$ cat config.mk
export PLATFORM = sky130hd
export DESIGN_NAME = if_fetch_unit
export DESIGN_NICKNAME = d
export VERILOG_FILES = /design/src/rtl/if_fetch_unit.sv
export SDC_FILE = /design/constraint.sdc
export NUM_CORES = 1
export LEC_CHECK = 0
export ABC_AREA = 1
export BUFFER_PORTS_ARGS = -buffer_cell sky130_fd_sc_hd__buf_2
export CAP_MARGIN = 25
export CORE_ASPECT_RATIO = 1.4
export CORE_UTILIZATION = 50
export CTS_BUF_LIST = sky130_fd_sc_hd__clkbuf_2
export DETAILED_ROUTE_END_ITERATION = 16
export PLACE_DENSITY = 0.73
export SETUP_SLACK_MARGIN = 0.4
export SLEW_MARGIN = 20
export SYNTH_ARGS = -nofsm -noshare
export SYNTH_HDL_FRONTEND = slang
export SYNTH_SLANG_ARGS = --single-unit
export TNS_END_PERCENT = 50
$ cat constraint.sdc
create_clock -name clk -period 1.5 [get_ports clk]
set_input_delay 0.225 -clock clk [delete_from_list [all_inputs] [get_ports clk]]
set_output_delay 0.225 -clock clk [all_outputs]
set_load 0.01 [all_outputs]
$ cat src/rtl/if_fetch_unit.sv
// Instruction-fetch stage: owns the PC, drives a 1-cycle synchronous imem, feeds IF/DE with a 1-entry skid.
// Optional stall/flush performance counters are built when FETCH_PERF_CNT_EN is defined.
module if_fetch_unit #(
    parameter logic [31:0] RESET_PC = 32'h0000_0000,
    parameter int unsigned PC_INC   = 4
) (
    input  logic        clk,
    input  logic        rst_n,
    output logic        imem_req,
    output logic [31:0] imem_addr,
    input  logic [31:0] imem_rdata,
    input  logic        de_ready,
    input  logic        branch_taken,
    input  logic [31:0] branch_target,
    output logic [31:0] inst_out,
    output logic [31:0] pc_out,
    output logic        inst_valid
`ifdef FETCH_PERF_CNT_EN
    ,
    output logic [31:0] stall_cnt,
    output logic [31:0] flush_cnt
`endif
);

    localparam logic [31:0] PC_STEP = 32'(PC_INC);

    typedef enum logic [1:0] {
        IDLE,
        RUN,
        STALL
    } state_t;

    state_t      state, state_n;
    logic [31:0] pc, pc_n;
    logic        req_n;
    logic        infl_v, infl_v_n;
    logic [31:0] infl_pc, infl_pc_n;
    logic        skid_v, skid_v_n;
    logic [31:0] skid_inst, skid_inst_n;
    logic [31:0] skid_pc, skid_pc_n;
    logic [31:0] inst_n, pc_out_n;
    logic        valid_n;
    logic        stall;
    logic [31:0] redirect_pc;

    // pc always names the address on the imem bus, so it doubles as imem_addr
    assign imem_addr   = pc;
    assign stall       = inst_valid && !de_ready;
    assign redirect_pc = branch_target & 32'hFFFF_FFFC;

    always_ff @(posedge clk or negedge rst_n) begin
        if (!rst_n) begin
            state      <= IDLE;
            pc         <= RESET_PC;
            imem_req   <= 1'b0;
            infl_v     <= 1'b0;
            infl_pc    <= '0;
            skid_v     <= 1'b0;
            skid_inst  <= '0;
            skid_pc    <= '0;
            inst_out   <= '0;
            pc_out     <= '0;
            inst_valid <= 1'b0;
        end else begin
            state      <= state_n;
            pc         <= pc_n;
            imem_req   <= req_n;
            infl_v     <= infl_v_n;
            infl_pc    <= infl_pc_n;
            skid_v     <= skid_v_n;
            skid_inst  <= skid_inst_n;
            skid_pc    <= skid_pc_n;
            inst_out   <= inst_n;
            pc_out     <= pc_out_n;
            inst_valid <= valid_n;
        end
    end

    // On a stall the request issued in that cycle is dropped (no room for it)
    // and reissued from the held pc once decode accepts again.
    always_comb begin
        state_n     = state;
        pc_n        = pc;
        req_n       = imem_req;
        infl_v_n    = 1'b0;
        infl_pc_n   = pc;
        skid_v_n    = skid_v;
        skid_inst_n = skid_inst;
        skid_pc_n   = skid_pc;
        inst_n      = inst_out;
        pc_out_n    = pc_out;
        valid_n     = inst_valid;

        if (branch_taken) begin
            state_n  = RUN;
            pc_n     = redirect_pc;
            req_n    = 1'b1;
            valid_n  = 1'b0;
            skid_v_n = 1'b0;
        end else begin
            unique case (state)
                IDLE: begin
                    state_n = RUN;
                    req_n   = 1'b1;
                end
                RUN: begin
                    if (stall) begin
                        state_n = STALL;
                        req_n   = 1'b0;
                        if (infl_v) begin
                            skid_v_n    = 1'b1;
                            skid_inst_n = imem_rdata;
                            skid_pc_n   = infl_pc;
                        end
                    end else begin
                        req_n    = 1'b1;
                        infl_v_n = imem_req;
                        if (imem_req) begin
                            pc_n = pc + PC_STEP;
                        end
                        valid_n = infl_v;
                        if (infl_v) begin
                            inst_n   = imem_rdata;
                            pc_out_n = infl_pc;
                        end
                    end
                end
                STALL: begin
                    if (!stall) begin
                        state_n  = RUN;
                        req_n    = 1'b1;
                        valid_n  = skid_v;
                        skid_v_n = 1'b0;
                        if (skid_v) begin
                            inst_n   = skid_inst;
                            pc_out_n = skid_pc;
                        end
                    end
                end
                default: begin
                    state_n = IDLE;
                    req_n   = 1'b0;
                end
            endcase
        end
    end

`ifdef FETCH_PERF_CNT_EN
    always_ff @(posedge clk or negedge rst_n) begin
        if (!rst_n) begin
            stall_cnt <= '0;
            flush_cnt <= '0;
        end else begin
            if (stall && (stall_cnt != '1)) begin
                stall_cnt <= stall_cnt + 32'd1;
            end
            if (branch_taken && (flush_cnt != '1)) begin
                flush_cnt <= flush_cnt + 32'd1;
            end
        end
    end
`endif

endmodule

==> results of run 1 <==
-- area by class of cell --
type                            count  area, um^2
Antenna cell                        1        2.50
Clock buffer                       19        95.1
Clock inverter                     13         116
Fill cell                        1090        3980
Inverter                          102         393
Multi-Input combinational cell    690        3630
Sequential cell                   190        4770
Tap cell                          203         254
Timing Repair Buffer              367        3510
-- metrics by stage --
| step | area (um^2) | worst slack [ps] | cells | hold WS [ps] |
|---|---|---|---|---|
| 2_1_floorplan | 8660 | -58.8 | 1036 | -70.6 |
| 3_3_place_gp | 10100 | -121 | 1415 | 144 |
| 3_5_place_dp | 10100 | -180 | 1415 | 148 |
| 4_1_cts | 11600 | -276 | 1555 | 179 |
| 5_1_grt | 12800 | -461 | 1585 | 194 |
| 6_report | 12800 | -391 | 1585 | 266 |
-- final timing paths --
kind                       slack, ps       endpoint            from
max                             -390  skid_inst[31]        state[1]
min                              270  skid_inst[22]  imem_rdata[22]
max reg2reg                     -390  skid_inst[31]        state[1]
min reg2reg                      480    infl_pc[30]   imem_addr[30]
max in group asynchronous        420  imem_addr[12]           rst_n
min in group asynchronous        450     infl_pc[3]           rst_n
-- registers in the layout, indices dropped and copies added, names as in the netlist --
signal / cells
infl_v: 1
inst_out: 32
inst_valid: 1
imem_addr: 30
imem_req: 1
pc_out: 30
skid_pc: 30
infl_pc: 30
skid_inst: 32
state: 2
skid_v: 1
-- power breakdown --
part / leakage, nW / internal, mW / total (mW) / switching [mW]
Clock: 0.134 / 0.623 / 2.38 / 1.76
Sequential: 2.21 / 7.48 / 9.09 / 1.61
Combinational: 3.72 / 6.39 / 12.8 / 6.42
Total: 6.06 / 14.5 / 24.3 / 9.78
-- metal layers --
layer | part of all wire [%] | GRT usage [%] | vias up
met5 | 0 | 0 | -
met4 | 2.4 | 8.44 | 0
met3 | 4.0 | 4.30 | 49
met2 | 53 | 44.6 | 261
met1 | 40 | 31.5 | 3878
li1 | - | - | 3955
-- worst register-to-register path: stages (launching register included) --
cell and delay, ps:
dfrtp_2 510, inv_4 80, ha_4 180, inv_4 50, buf_6 110, nor3_4 210, buf_4 160, clkbuf_16 150
clkbuf_16 150, nand2_1 80, o21ai_0 120
-- cell usage in the layout (no fill, tap or decap), drive strengths merged --
| cell type | Yosys | final |
|---|---|---|
| o221ai | 1 | 1 |
| o211ai | 4 | 4 |
| clkinvlp | 0 | 1 |
| inv | 101 | 105 |
| ha | 6 | 6 |
| clkbuf | 13 | 35 |
| dlygate4sd3 | 0 | 73 |
| bufinv | 0 | 1 |
| a31oi | 2 | 2 |
| nand3b | 1 | 1 |
| conb | 1 | 4 |
| a21oi | 170 | 170 |
| and2 | 3 | 3 |
| clkinv | 1 | 8 |
| nor2 | 231 | 231 |
| o2111ai | 1 | 1 |
| or2 | 1 | 1 |
| dfrtp | 190 | 190 |
| nand2 | 171 | 171 |
| nand3 | 36 | 36 |
| xnor2 | 2 | 2 |
| o22ai | 1 | 1 |
| diode | 0 | 1 |
| a21boi | 1 | 1 |
| buf | 41 | 278 |
| nor3 | 1 | 1 |
| xor2 | 7 | 7 |
| nand4 | 2 | 2 |
| o21ai | 39 | 39 |
| o21bai | 6 | 6 |
-- kinds of logic (layout without fill, tap and decap cells) --
| family | count (synthesis) | count (layout) | share of synthesized area (%) |
|---|---|---|---|
| and+or+nand+nor | 446 | 446 | 20.7 |
| buffers and inverters | 156 | 501 | 8.23 |
| adders and majority gates | 6 | 6 | 0.878 |
| other | 1 | 5 | 0.0439 |
| xor gates and xnor gates | 9 | 9 | 0.922 |
| AOI/OAI and AO/OA | 225 | 225 | 13.6 |
| DFF | 190 | 190 | 55.6 |
-- repair_timing --
item | in CTS | in global routing
gates cloned | 1 | 17
gates resized for setup | 62 | 190
endpoints found under the setup margin | 254 | 254
hold buffers | 73 | 0
pin swaps | 1 | 27
endpoints found under the hold margin | 289 | 0
buffers inserted | 34 | 12
==> flow_summary.toml, run 1 <==
[die]
core-area_mm2 = 0.0167
die_y_um = 157
die_x_um = 112
die-area_mm2 = 0.0176
rows = 56
num_io_pins = 166
start_util_pct = 51.0

[min_path]
min_delay_path_depth = 4
hold_class = "input pin to flop"

[timing]
fin_crit_ps = 1890
skew_ps = 46.2
hold_violations = 0
setup_tns_ps = -45760
timing.final.ws_setup_ps = -391
setup_violations = 231
final_max_slew_viol_count = 0
max_freq_mhz = 529
rsz0062_at_grt = "yes"
fin_crit_sh_pct = 126

[grt]
grt_start_max_net_pins = 51
antenna_found_initial = 1
grtUsageTotal_pct = 25.3
grt_pass1_wl_um = 35300
global_route.overflow_total = 0
grt_pass1_vias = 7554

[yosys]
synth_cells = 1033
synth_common_cells = "227 x nor2_1, 190 x dfrtp_1, 171 x nand2_1"
synth_cell_type_count = 33
yosys_warnings = 0
yosysSeqAreaShare_pct = 55.6
ys_ff_latch = 190
avgSynthCellArea_um2 = 8.27
synth.most_common_cell = "nor2_1"
syn_area_mm2 = 0.00855
async_reset_ff_share_pct = 100
synth_top_area_share_pct = 55.6
synth_top_area_cell = "dfrtp_1"
synthTopCellsByArea = "dfrtp_1 56%, nor2_1 10%, a21oi_1 10%"
synth_edf_count = 0
ys.flop_type = "dfrtp_1"

[worst_setup_path]
path_cells = "inv_4 > ha_4 > inv_4 > buf_6 > nor3_4 > buf_4 > clkbuf_16 > clkbuf_16 > nand2_1 > o21ai_0"
ff2ff_path_depth = 10
required_ps = 2130
cp.buffers_inverters = 6
cp.depth = 10
start_kind = "flop"
crit_arrival_ps = 2520
cpMaxStageDelayCell = "dfrtp_2"
cp-end-kind = "flop"
cpLargestDelayFamily = "buffers and inverters"
worstPathMaxFanout = 7
cp_slowest_stage_delay_ps = 510
setup.worst_path.class = "flop to flop"

[pwr]
vdd_drop_max_uv = 883
p_per_area_mw_per_mm2 = 1900
leakage_nw = 6.06
power.total_mw = 24.3

[placement]
gp_congestion = 0.862
place.port_buffers = 159
dp_hpwl_um = 13900

[clock_network]
numCtsBuffers = 17
clk_latency_ps = 720
ctsRootBufferMaster = "clkbuf_2"
cts_tree = "built"
cts_num_sinks = 190
htree_levels = 4
clock_path_buffers = 2
clk_pin_slew_ps = 270

[layout]
final_nets = 1442
drive_above_1_share_pct = 33.5
final_util_pct = 76.3
area_growth_pct = 49.4

[run]
cap_violations = 0

[detailed_routing]
avgViaCountPerCell = 5.14
routed_wirelength_um = 25100
drt-initial-drc-count = 586
drt.antenna.violating_nets = 0
post_drt_wl_per_cell_um = 15.8
route.detailed.drc = 0
route.vias.total = 8143
dr.pass1.iters = 5

[outcome]
outcome = "complete, but fails checks"
violations = "setup timing"
No activity file was read; power rests on OpenSTA's default activity.
==> run 2, diff against run 1 <==
--- a/config.mk
+++ b/config.mk
@@ -12,6 +12,7 @@
 export CORE_UTILIZATION = 50
 export CTS_BUF_LIST = sky130_fd_sc_hd__clkbuf_2
 export DETAILED_ROUTE_END_ITERATION = 16
+export MAX_ROUTING_LAYER = met4
 export PLACE_DENSITY = 0.73
 export SETUP_SLACK_MARGIN = 0.4
 export SLEW_MARGIN = 20
==> run 2 against run 1 <==
Effect of this change: the flow still finishes with violations (setup timing); combinational power rose by 3%; core utilization rose by 0.082 points; maximum frequency rose by 4.7%; largest power group unchanged.
==> flow_summary.toml, run 2 (synthesis results as in run 1) <==
[timing]
final_max_slew_viol_count = 0
rsz0062_at_grt = "yes"
max_freq_mhz = 554
fin_crit_ps = 1810
hold_violations = 0
setup_violations = 227
timing.final.ws_setup_ps = -305
skew_ps = 49.2
holdWs_ps = 283
fin_crit_sh_pct = 120

[clock_network]
cts_tree = "built"
numCtsBuffers = 17
htree_levels = 4
ctsRootBufferMaster = "clkbuf_2"
cts_num_sinks = 190
clk_latency_ps = 700
clock_path_buffers = 2
clk_pin_slew_ps = 280

[layout]
final_cell_mix = "179 x dfrtp_1, 158 x nor2_1, 151 x nand2_1, 141 x a21oi_1, 132 x buf_2"
area_growth_pct = 49.6
final_cell_area_mm2 = 0.0128
drive_above_1_share_pct = 34.7
fill_cells = 1105
final_nets = 1443
layout_commonest_cell = "dfrtp_1"
final_util_pct = 76.3
top_regs = "inst_out x32, skid_inst x32"

[worst_setup_path]
crit_arrival_ps = 2450
setup.worst_path.class = "flop to flop"
cp_slowest_stage_delay_ps = 500
worstPathMaxFanout = 14
start_kind = "flop"
cpLargestDelayFamily = "buffers and inverters"
cpMaxStageDelayCell = "dfrtp_2"
cp.buffers_inverters = 6
crit_path_frequent_cell = "clkbuf_16"
cp-end-kind = "flop"
required_ps = 2150
path_cells = "inv_2 > ha_4 > inv_4 > buf_6 > nor3_4 > buf_4 > clkbuf_16 > clkbuf_16 > nor2_1 > a21oi_1"

[grt]
grt_pass1_wl_um = 35300
grt_pass1_vias = 7533
grtUsageTotal_pct = 26.1
grt_start_max_net_pins = 51
antenna_found_initial = 1
global_route.overflow_total = 0

[detailed_routing]
drt.antenna.violating_nets = 0
drt-initial-drc-count = 536
dr.pass1.iters = 6
routed_wirelength_um = 25100
route.detailed.drc = 0
avgViaCountPerCell = 5.21
post_drt_wl_per_cell_um = 15.8
route.vias.total = 8263

[die]
die-area_mm2 = 0.0176
num_io_pins = 166
rows = 56
core-area_mm2 = 0.0167
die_y_um = 157
start_util_pct = 51.0
die_x_um = 112

[pwr]
power.total_mw = 24.6
p_per_area_mw_per_mm2 = 1930
leakage_nw = 6.03
vdd_drop_max_uv = 945

[run]
cap_violations = 0

[placement]
dpl_worst_slack_ps = -180
dp_hpwl_um = 13900
place.port_buffers = 159
placed_area_mm2 = 0.0101
gp_congestion = 0.876

[outcome]
violations = "setup timing"
outcome = "complete, but fails checks"

[min_path]
hold_class = "input pin to flop"
[run 2: final timing paths]
check	end	slack [ps]	from	depth (start not counted)
setup / recovery	skid_inst[7]	-310	state[1]	10
hold / removal	imem_addr[14]	280	branch_target[14]	4
setup reg to reg	skid_inst[7]	-310	state[1]	10
hold reg to reg	infl_pc[30]	490	imem_addr[30]	0
max in group asynchronous	imem_addr[20]	410	rst_n	4
min in group asynchronous	state[0]	460	rst_n	3
[run 2: tightest hold or removal path, delay by kind of cell]
kind | cells | cell delay, ps
compound gates | 1 | 100
buf+inv | 2 | 620
simple gates | 1 | 40
[run 2: layout make-up]
cell class                 instances  area (um^2)  share of cell area [%]
inverter                         102          390                    3.05
timing repair buffer             368         3480                    27.2
clock buffer                      19         95.1                   0.744
antenna                            1         2.50                  0.0196
tap                              203          254                    1.99
sequential                       190         4770                    37.3
multi-input combinational        690         3680                    28.8
clock inverter                    13          116                   0.910
[run 2: what timing repair did]
item / in CTS / in global routing
endpoints found under the hold margin: 289 / 0
buffers inserted: 34 / 12
hold buffers: 73 / 0
cloned: 1 / 18
gates resized for setup: 62 / 187
pin swaps: 1 / 31
endpoints found under the setup margin: 254 / 254
[run 2: power by group]
group | leakage, nW | internal [mW] | switching, mW
registers | 2.21 | 7.48 | 1.56
clock network | 0.134 | 0.623 | 1.75
logic | 3.69 | 6.54 | 6.69
[run 2: metal layers]
| layer | routed length (um) | share of wire [%] | vias up | global-route usage, % |
|---|---|---|---|---|
| li1 | - | - | 3959 | - |
| met1 | 9880 | 39 | 3940 | 31.8 |
| met2 | 13400 | 53 | 314 | 44.6 |
| met3 | 1290 | 5.1 | 50 | 3.52 |
| met4 | 587 | 2.3 | 0 | 9.21 |
| met5 | 0 | 0 | - | - |
[run 2: metrics by stage]
stage,std cells,setup TNS (ps)
floorplan,1036,-3540
global placement,1415,-12980
detailed placement,1415,-18810
CTS,1555,-41980
global route,1586,-61590
finish,1586,-37190
